--- src/rtl/arb_pkg.sv ---
// Shared definitions for the round-robin grant sequencer: sizes, FSM
// encoding and the rotating priority search.
package arb_pkg;

  localparam int NUM_REQ = 4;
  localparam int IDX_W   = 2;

  typedef enum logic [1:0] {
    IDLE    = 2'd0,
    GRANT   = 2'd1,
    RELEASE = 2'd2
  } state_e;

  // Search starts just after the last winner. The request vector is rotated
  // so that position becomes bit 0, the lowest set bit is found, and the
  // offset is added back to the start index (wraps mod NUM_REQ).
  function automatic logic [IDX_W-1:0] rr_pick(
    input logic [NUM_REQ-1:0] req,
    input logic [IDX_W-1:0]   last
  );
    logic [IDX_W-1:0]     start;
    logic [2*NUM_REQ-1:0] dbl;
    logic [NUM_REQ-1:0]   rot;
    logic [IDX_W-1:0]     off;
    start = last + IDX_W'(1);
    dbl   = {req, req};
    rot   = dbl[start +: NUM_REQ];
    off   = '0;
    for (int i = NUM_REQ - 1; i >= 0; i--) begin
      if (rot[i]) off = IDX_W'(i);
    end
    return start + off;
  endfunction

endpackage

--- src/rtl/rr_grant_sequencer_if.sv ---
// Requester-side bus of the grant sequencer: request/release inputs and
// the registered grant outputs.
interface rr_grant_sequencer_if;
  import arb_pkg::*;

  logic [NUM_REQ-1:0] req;
  logic               done;
  logic [NUM_REQ-1:0] gnt;
  logic [IDX_W-1:0]   gnt_idx;
  logic               gnt_valid;
  logic               timeout;
  logic               busy;

  // Requesting blocks drive req/done and observe the grant.
  modport master (
    output req, done,
    input  gnt, gnt_idx, gnt_valid, timeout, busy
  );

  // The arbiter consumes req/done and drives the grant.
  modport slave (
    input  req, done,
    output gnt, gnt_idx, gnt_valid, timeout, busy
  );

endinterface

--- src/rtl/grant_decoder.sv ---
// 2-to-4 enable decoder turning the winner index into a one-hot grant.
module grant_decoder import arb_pkg::*; (
  input  logic [IDX_W-1:0]   gnt_idx_i,
  input  logic               en_i,
  output logic [NUM_REQ-1:0] gnt_o
);

  // One-hot select when enabled, all zero otherwise.
  always_comb begin
    gnt_o = '0;
    if (en_i) gnt_o[gnt_idx_i] = 1'b1;
  end

endmodule

--- src/rtl/rr_grant_sequencer.sv ---
// Four-requester round-robin grant sequencer. A winner holds the shared
// resource until it strobes done, drops its request or the hold timer
// expires; a fixed RELEASE+IDLE gap separates consecutive owners so the
// decoder enable always drops between them.
module rr_grant_sequencer #(
  parameter  int MAX_HOLD = 16,
  localparam int CNT_W    = (MAX_HOLD > 0) ? $clog2(MAX_HOLD + 1) : 1
) (
  input logic                 clk,
  input logic                 rst_n,
  rr_grant_sequencer_if.slave bus
);
  import arb_pkg::*;

  localparam bit               TMO_EN    = (MAX_HOLD != 0);
  localparam logic [CNT_W-1:0] HOLD_SAT  = CNT_W'(MAX_HOLD);
  localparam logic [CNT_W-1:0] HOLD_LAST = CNT_W'(MAX_HOLD - 1);

  state_e             state_q, state_d;
  logic [IDX_W-1:0]   idx_q, idx_d;
  logic [IDX_W-1:0]   last_q, last_d;
  logic [CNT_W-1:0]   cnt_q, cnt_d;
  logic               tmo_d;
  logic [NUM_REQ-1:0] gnt_d, gnt_q;
  logic               vld_q, tmo_q, busy_q;

  // Next-state, winner selection, hold timer and release cause.
  always_comb begin
    state_d = state_q;
    idx_d   = idx_q;
    last_d  = last_q;
    cnt_d   = cnt_q;
    tmo_d   = 1'b0;
    unique case (state_q)
      IDLE: begin
        if (bus.req != '0) begin
          idx_d   = rr_pick(bus.req, last_q);
          cnt_d   = '0;
          state_d = GRANT;
        end
      end
      GRANT: begin
        if (cnt_q != HOLD_SAT) cnt_d = cnt_q + CNT_W'(1);
        // Owner release and request drop win over the timer.
        if (bus.done || !bus.req[idx_q]) begin
          state_d = RELEASE;
          last_d  = idx_q;
        end else if (TMO_EN && cnt_q == HOLD_LAST) begin
          state_d = RELEASE;
          last_d  = idx_q;
          tmo_d   = 1'b1;
        end
      end
      RELEASE: state_d = IDLE;
      default: state_d = IDLE;
    endcase
  end

  // Decode from next-state values so the grant lands in the output register.
  grant_decoder u_dec (
    .gnt_idx_i (idx_d),
    .en_i      (state_d == GRANT),
    .gnt_o     (gnt_d)
  );

  // FSM state and registered outputs; reset clears everything at once.
  always_ff @(posedge clk or negedge rst_n) begin
    if (!rst_n) begin
      state_q <= IDLE;
      idx_q   <= '0;
      last_q  <= IDX_W'(NUM_REQ - 1);
      cnt_q   <= '0;
      gnt_q   <= '0;
      vld_q   <= 1'b0;
      tmo_q   <= 1'b0;
      busy_q  <= 1'b0;
    end else begin
      state_q <= state_d;
      idx_q   <= idx_d;
      last_q  <= last_d;
      cnt_q   <= cnt_d;
      gnt_q   <= gnt_d;
      vld_q   <= (state_d == GRANT);
      tmo_q   <= tmo_d;
      busy_q  <= (state_d != IDLE);
    end
  end

  assign bus.gnt       = gnt_q;
  assign bus.gnt_idx   = idx_q;
  assign bus.gnt_valid = vld_q;
  assign bus.timeout   = tmo_q;
  assign bus.busy      = busy_q;

endmodule

--- src/flat_wrapper.sv ---
// flat-port wrapper written by rule: the top's interface ports become plain ports
module rr_grant_sequencer_flat import arb_pkg::*;
#(
  parameter  int MAX_HOLD = 16,
  localparam int CNT_W    = (MAX_HOLD > 0) ? $clog2(MAX_HOLD + 1) : 1
)
  (clk, rst_n, bus_req, bus_done, bus_gnt, bus_gnt_idx, bus_gnt_valid, bus_timeout, bus_busy);
  rr_grant_sequencer_if bus_i ();
  input logic clk;
  input logic rst_n;
  input wire logic [$bits(bus_i.req)-1:0] bus_req;
  input wire logic [$bits(bus_i.done)-1:0] bus_done;
  output wire logic [$bits(bus_i.gnt)-1:0] bus_gnt;
  output wire logic [$bits(bus_i.gnt_idx)-1:0] bus_gnt_idx;
  output wire logic [$bits(bus_i.gnt_valid)-1:0] bus_gnt_valid;
  output wire logic [$bits(bus_i.timeout)-1:0] bus_timeout;
  output wire logic [$bits(bus_i.busy)-1:0] bus_busy;
  assign bus_i.req = bus_req;
  assign bus_i.done = bus_done;
  assign bus_gnt = bus_i.gnt;
  assign bus_gnt_idx = bus_i.gnt_idx;
  assign bus_gnt_valid = bus_i.gnt_valid;
  assign bus_timeout = bus_i.timeout;
  assign bus_busy = bus_i.busy;
  rr_grant_sequencer #(.MAX_HOLD(MAX_HOLD)) u_core (.clk(clk), .rst_n(rst_n), .bus(bus_i));
endmodule
--- config.mk ---
export PLATFORM = sky130hd
export DESIGN_NAME = rr_grant_sequencer_flat
export DESIGN_NICKNAME = d
export VERILOG_FILES = /design/src/rtl/arb_pkg.sv /design/src/rtl/rr_grant_sequencer_if.sv /design/src/rtl/grant_decoder.sv /design/src/rtl/rr_grant_sequencer.sv /design/src/flat_wrapper.sv
export SDC_FILE = /design/constraint.sdc
export NUM_CORES = 1
export LEC_CHECK = 0
export ABC_CLOCK_PERIOD_IN_PS = 2900
export CAP_MARGIN = 20
export CORE_ASPECT_RATIO = 0.75
export CORE_UTILIZATION = 45
export DETAILED_ROUTE_END_ITERATION = 6
export HOLD_SLACK_MARGIN = 0.08
export PLACE_DENSITY = 0.69
export SLEW_MARGIN = 30
export SYNTH_ARGS = -nofsm -noshare
export SYNTH_HDL_FRONTEND = slang
export SYNTH_HIERARCHICAL = 1
export SYNTH_SLANG_ARGS = --single-unit
--- constraint.sdc ---
create_clock -name clk -period 2.9 [get_ports clk]
set_input_delay 0.58 -clock clk [delete_from_list [all_inputs] [get_ports clk]]
set_output_delay 0.58 -clock clk [all_outputs]
set_load 0.005 [all_outputs]
==> metrics, run 1 <==
CTS Root Cell clkbuf_4; Cell Pwr Density 938.5 nW/um^2; final setup TNS 0 ps; Ports 16; hold path start u_core/state_q[1]$_DFF_PN0_; first-pass GRT wire length 3.077 mm; fin crit share 89.89%; area post-placement 1170 sq um; count of inserted antenna diode cells 0; Die Y 42.28 um; Max Cap Viol 0; DR vias/cell 5.073; sequential fraction of the synthesis area 46.53%; initial antenna violation count 0; Cell Chain, Critical Path clkdlybuf4s50_1 -> nor2b_1 -> a21oi_1 -> nor2_1 -> a211oi_1 -> a21oi_1 -> ha_1 -> xnor2_1 -> xnor2_1 -> xnor2_1 -> mux2_2 -> and3_2; Crit Path Category in -> reg; Avg Cell Area, Syn 10.58 sq um; Critical Path Fanout Max 5; Reg2Reg Capture Point u_core/bus.gnt[3]$_DFF_PN0_; largest net degree at the start of global routing 19; Routed WL per cell 12.53 um; max_slew headroom 48.36%; Bufs and invs on worst path 1; RSZ-0062 raised after global routing false; Slew @ Worst Pin 772.1 ps; most common cell after layout, fill and taps aside dfrtp_1; Worst EP required 3090 ps; Clk pin slew, worst setup/hold paths 100 ps; number of global-route vias before repair 677; H-tree depth 1; commonest cells after routing, fill and taps aside dfrtp_1 (16), clkdlybuf4s50_1 (15), nor2_1 (11); share of flip-flops with an asynchronous set or reset 100.0%; HPWL Detailed 1.301 mm; Setup Buffers After CTS 0; post-synthesis register bit count 18; Layout area overhead 23.91%; Design Area, Final 1206 sq um; I/O Buffers 15; reg2reg path depth 11; clock tree buffer depth 2; final-report hold violation count 0; core area 2014 sq um; Die X 55.71 um; status finished clean; Starting Density 48.32%; total chip power 1.132 mW; clk sinks 18; Hold Path Depth 1; Register-to-Register Setup Slack 500 ps; Final Util 59.88%; Net count, final 125; Crit path largest cell delay 460 ps; critical path endpoint category register; HP Class reg -> reg; final setup vio count 0; delay-heaviest family, CP buffers and inverters; Synth Warn # 6; clock latency on the worst-skew pair 280 ps; grt total ovfl 0; Pre-Repair DR Iteration Count 3; Vias 695; WL final 1.717 mm; GPL Wtd Cong 0.7322; DRC viols 0; Mapped Nets 103; number of synthesized flops with an enable pin 0; Max IR drop VDD 637.6 uV; Iter 0 DRT Violations 4; CTS tree yes; clock period minus worst slack 2607 ps; Cell variety after synth 36; # hold bufs at CTS 0; Clock Skews 2.635 ps; cts bufs inserted 3; LEAKAGE 0.5206 nW; Synth Instances 92; WHS Endpoint u_core/bus.busy$_DFF_PN0_; Tot GR Track Use 17.23%; maximum operating frequency 0.3836 GHz; Cell Area, Synth 973.4 sq um; Antenna Nets Post-Route 0; row count 14; CP startpoint kind input pin; PostCTS Resize Cnt 0; max-slew violations 0; Primary FF master, synth dfrtp_1; layout cells sized above 1 19.47%; WP data arrival 2790 ps; die area 2355 sq um; most frequent CP cell xnor2_1; reg2reg start u_core/last_q[1]$_DFFE_PN1P_; CP max stage cell clkdlybuf4s50_1
## kinds of logic after synthesis
group / count (synthesis) / share of synthesized area (%)
simple gates: 35 / 20.95
flops: 18 / 46.53
compound gates: 17 / 12.34
buf+inv: 9 / 4.499
mux: 5 / 6.940
xor+xnor: 4 / 3.600
fa+ha+maj: 4 / 5.142
## power by group
group | switching [mW] | internal, mW
clock network | 0.0739 | 0.0764
logic | 0.250 | 0.292
registers | 0.0868 | 0.352
total | 0.411 | 0.721
## worst max-delay path by stage
| stage | from | end | slack [ps] | cells after the start |
|---|---|---|---|---|
| finish | bus_req[0] | u_core/bus.gnt[3]$_DFF_PN0_ | 290 | 12 |
| global route | bus_req[0] | u_core/bus.gnt[3]$_DFF_PN0_ | 110 | 12 |
| CTS | bus_req[0] | u_core/bus.gnt[3]$_DFF_PN0_ | 300 | 12 |
| detailed placement | bus_req[0] | u_core/bus.gnt[3]$_DFF_PN0_ | -10 | 12 |
| global placement | bus_req[0] | u_core/bus.gnt[3]$_DFF_PN0_ | 60 | 12 |
| floorplan | bus_req[1] | u_core/bus.gnt[3]$_DFF_PN0_ | 570 | 12 |
## metrics by stage
step	hold WS (ps)	cells	setup WS [ps]
after floorplan	284.4	92	566.7
after global placement	475.0	133	56.21
after detailed placement	478.5	133	-10.33
after CTS	496.1	137	295.4
after global routing	544.4	137	112.2
final	498.8	137	293.1
## synth_stat cells (all sizes together), types with 2 or more instances
cell	instances	area [sq um]
xnor2	3	26.28
inv	6	22.52
o21ai	2	10.01
and3b	2	17.52
dfstp	2	52.55
ha	4	50.05
dfrtp	16	400.4
a21oi	6	33.78
nor3b	2	20.02
mux2	4	45.04
nor2	13	58.81
and3	2	13.77
buf	3	21.27
nor3	3	15.01
o21a	2	15.01
o32ai	3	26.28
nand2	4	15.01
nand2b	4	27.53
nor2b	3	18.77
## state kept, by name, indices dropped and copies added (netlist names)
register,cells
u_core/cnt_q,5
u_core/bus.gnt,4
u_core/bus.gnt_idx,2
u_core/last_q,2
u_core/state_q,2
u_core/bus.busy,1
u_core/bus.gnt_valid,1
u_core/bus.timeout,1
## final cells by class
| cell class | instances | area [sq um] |
|---|---|---|
| timing repair buffer | 20 | 187.7 |
| multi-input combinational | 65 | 476.7 |
| clock buffer | 4 | 36.28 |
| inverter | 6 | 22.52 |
| sequential | 18 | 452.9 |
| tap | 24 | 30.03 |
| fill | 180 | 808.3 |
## metal layers
metal	track usage, %	share of wire, %	vias to the layer above
met5	0	0	-
met1	25.15	54	320
met3	6.173	4.4	0
li1	-	-	364
met4	3.000	0	0
met2	25.06	42	11
Note: power is estimated with default switching activity, not from simulation.
==> run 2: changes to the inputs <==
Settings changed: CAP_MARGIN 20 to not set.
==> results of run 2 <==
The final DEF is identical to that of run 1; final timing and power are the same.
==> run 3: changes to the inputs <==
Settings changed: CTS_CLUSTER_SIZE set to 40, SYNTH_HIERARCHICAL 1 to not set.
==> run 3 against run 2 <==
Net effect: the flow now finishes with violations (DRC); area after synthesis rose by 4.0%; sequential cell count did not move; die area rose by 3.8%; design area did not move; clock skew fell by 1.3 ps; non-clock buffer count fell by 2; fmax rose by 1.1%; via count rose by 13%.
==> metrics, run 3 <==
status finished with violations; failing checks DRC; Layout area overhead 19.16%; Max IR drop VDD 490.2 uV (-23%); DRC viols 4 (+4); largest net degree at the start of global routing 19 (unchanged); Design Area, Final 1206 sq um (unchanged); number of global-route vias before repair 733 (+8.3%); Cell Pwr Density 914.6 nW/um^2 (-2.5%); Mapped Nets 109 (+5.8%); placed cells 136 (+2.3%); Routed WL per cell 14.04 um (+12%); clock tree buffer depth 2 (unchanged); top cells by area, synth dfrtp_1 (40%), dfstp_2 (5.2%), ha_1 (4.9%); post-synthesis register bit count 18 (unchanged); LEAKAGE 0.5266 nW (+1.1%); Critical Path Fanout Max 5 (unchanged); Vias 785 (+13%); CTS tree yes; PostCTS Resize Cnt 0 (unchanged); commonest cells after routing, fill and taps aside dfrtp_1 (16), clkdlybuf4s50_1 (15), nor2_1 (10), o21ai_0 (8); hold path start u_core.cnt_q[4]$_DFFE_PN0P_; Clock Skews 1.361 ps (-1.274 ps); Non-Filler Instances 140 (+2.2%); clock latency on the worst-skew pair 290 ps (about the same); cts bufs inserted 3 (unchanged); total chip power 1.103 mW (-2.5%); WP data arrival 2820 ps (+30 ps); fin crit share 88.95% (-0.94 points); Clk pwr share 11.8% (-1.5 points); Die X 56.77 um (+1.9%); max_slew headroom 48.41% (+0.051 points); # hold bufs at CTS 0 (unchanged); Starting Density 48.97% (+0.65 points); Max Cap Viol 0 (unchanged); Synth Warn # 0 (-6); Cell Area, Synth 1012 sq um (+4.0%); WL final 1.966 mm (+15%); share of flip-flops with an asynchronous set or reset 100.0% (unchanged); count leader, synth dfrtp_1; most common cell after layout, fill and taps aside dfrtp_1; Cell Int Power 0.6587 mW (-8.6%); Antenna Nets Post-Route 0 (unchanged); Tot GR Track Use 19.03% (+1.8 points); HPWL Detailed 1.482 mm (+14%); max-slew violations 0 (unchanged); max FFs per register 5 (unchanged); Ports 16 (unchanged); grt total ovfl 0 (unchanged); Worst EP required 3140 ps (+50 ps); HP Class reg -> reg; clk sinks 18 (unchanged); H-tree depth 1 (unchanged); NetSw 0.4444 mW (+8.1%); WHS Endpoint u_core.cnt_q[4]$_DFFE_PN0P_; CP startpoint kind input pin; Top reg by flops u_core.cnt_q; maximum operating frequency 0.3877 GHz (+1.1%); row count 14 (unchanged); die area 2445 sq um (+3.8%); Setup Buffers After CTS 0 (unchanged); Synth Instances 98 (+6.5%); Avg Cell Area, Syn 10.33 sq um (-2.4%); layout cells sized above 1 12.07% (-7.4 points); number of synthesized flops with an enable pin 0 (unchanged); Reg2Reg Capture Point u_core.bus.gnt[0]$_DFF_PN0_; initial antenna violation count 0 (unchanged); top cell type's share of synthesized area 39.56% (-1.6 points); CTS Root Cell clkbuf_4; final setup TNS 0 ps (unchanged); Sw Share 40.28% (+4.0 points); largest area contributor in the netlist dfrtp_1; Cell variety after synth 38 (+5.6%); clock period minus worst slack 2579 ps (-27.40 ps); I/O Buffers 15 (unchanged); first-pass GRT wire length 3.463 mm (+13%); GPL Wtd Cong 0.8353 (+14%); Slew @ Worst Pin 771.4 ps (-0.7688 ps); count of inserted antenna diode cells 0 (unchanged); Register-to-Register Setup Slack 730 ps (+230 ps); Clk pin slew, worst setup/hold paths 100 ps (about the same); Seq pwr share 40.6% (+1.8 points); DR vias/cell 5.607 (+11%); Pre-Repair DR Iteration Count 7 (+4); sequential fraction of the synthesis area 44.75% (-1.8 points); Logic pwr share 47.6% (-0.3 points); reg2reg path depth 10 (-1); Net count, final 128 (+2.4%); core area 2067 sq um (+2.6%); Primary FF master, synth dfrtp_1; area post-placement 1180 sq um (+0.86%); Die Y 43.08 um (+1.9%); Hold Path Depth 2 (+1); final setup vio count 0 (unchanged); RSZ-0062 raised after global routing false; Iter 0 DRT Violations 19 (+15); Post-synth top cells dfrtp_1 (16), nor2_1 (10), o21ai_0 (8); reg2reg start u_core.last_q[1]$_DFFE_PN1P_; Crit Path Category in -> reg; final-report hold violation count 0 (unchanged); critical path endpoint category register; Hold WS 486.2 ps (-12.63 ps)
## run 3: cells by family (layout without fill, tap and decap cells)
| family | Yosys count | in the layout | share of synthesized area (%) |
|---|---|---|---|
| xor+xnor | 5 | 5 | 4.327 |
| mux | 2 | 2 | 3.709 |
| compound gates | 23 | 23 | 15.08 |
| flops | 18 | 18 | 44.75 |
| fa+ha+maj | 4 | 4 | 4.945 |
| buf+inv | 11 | 29 | 6.057 |
| simple gates | 35 | 35 | 21.14 |
## run 3: how the worst max path moves through the flow
stage | start | endpoint | slack, ps | cells past startpoint
floorplan | bus_req[2] | u_core.bus.gnt[0]$_DFF_PN0_ | 770 | 10
global placement | bus_req[2] | u_core.bus.gnt[1]$_DFF_PN0_ | 120 | 11
detailed placement | bus_req[2] | u_core.bus.gnt[1]$_DFF_PN0_ | 40 | 11
CTS | bus_req[2] | u_core.bus.gnt[0]$_DFF_PN0_ | 350 | 11
global route | bus_req[2] | u_core.bus.gnt[3]$_DFF_PN0_ | 110 | 11
finish | bus_req[2] | u_core.bus.gnt[0]$_DFF_PN0_ | 320 | 11
## run 3: layout make-up
type | instances | area (sq um)
flip-flops and latches | 18 | 452.9
well taps | 24 | 30.03
repair buffers | 18 | 172.7
inverters | 7 | 26.28
multi-input cells | 69 | 498.0
clock buffers | 4 | 26.28
fillers | 179 | 860.8
## run 3: power groups by stage
stage	sequential (mW)	clock (mW)	combinational [mW]
floorplan	0.409	0	0.396
global placement	0.447	0	0.508
detailed placement	0.447	0	0.524
CTS	0.445	0.132	0.528
global route	0.459	0.147	0.597
finish	0.448	0.130	0.526
## run 3: metrics by stage
stage                     utilization, %  worst slack (ps)
final                              58.35             320.5
after global routing               58.35             107.2
after CTS                          58.35             346.2
after detailed placement           57.08             36.86
after global placement             57.08             116.4
after floorplan                        -             773.1
## run 3: critical path: stages
cell,delay (ps)
clkdlybuf4s50_1,540
or2b_1,260
a21oi_1,150
nor2_1,50
a21oi_1,110
a21oi_1,80
ha_1,190
xnor2_1,130
xnor2_1,140
xnor2_1,360
o2111a_1,220
## run 3: metal layers
metal	vias to the layer above	share of wire (%)	wire length [um]	track usage [%]
met2	22	42	819	27.14
met5	-	0	0	0
met1	378	53	1040	28.65
li1	383	-	-	-
met4	0	0.31	6	2.439
met3	2	5.0	99	6.402
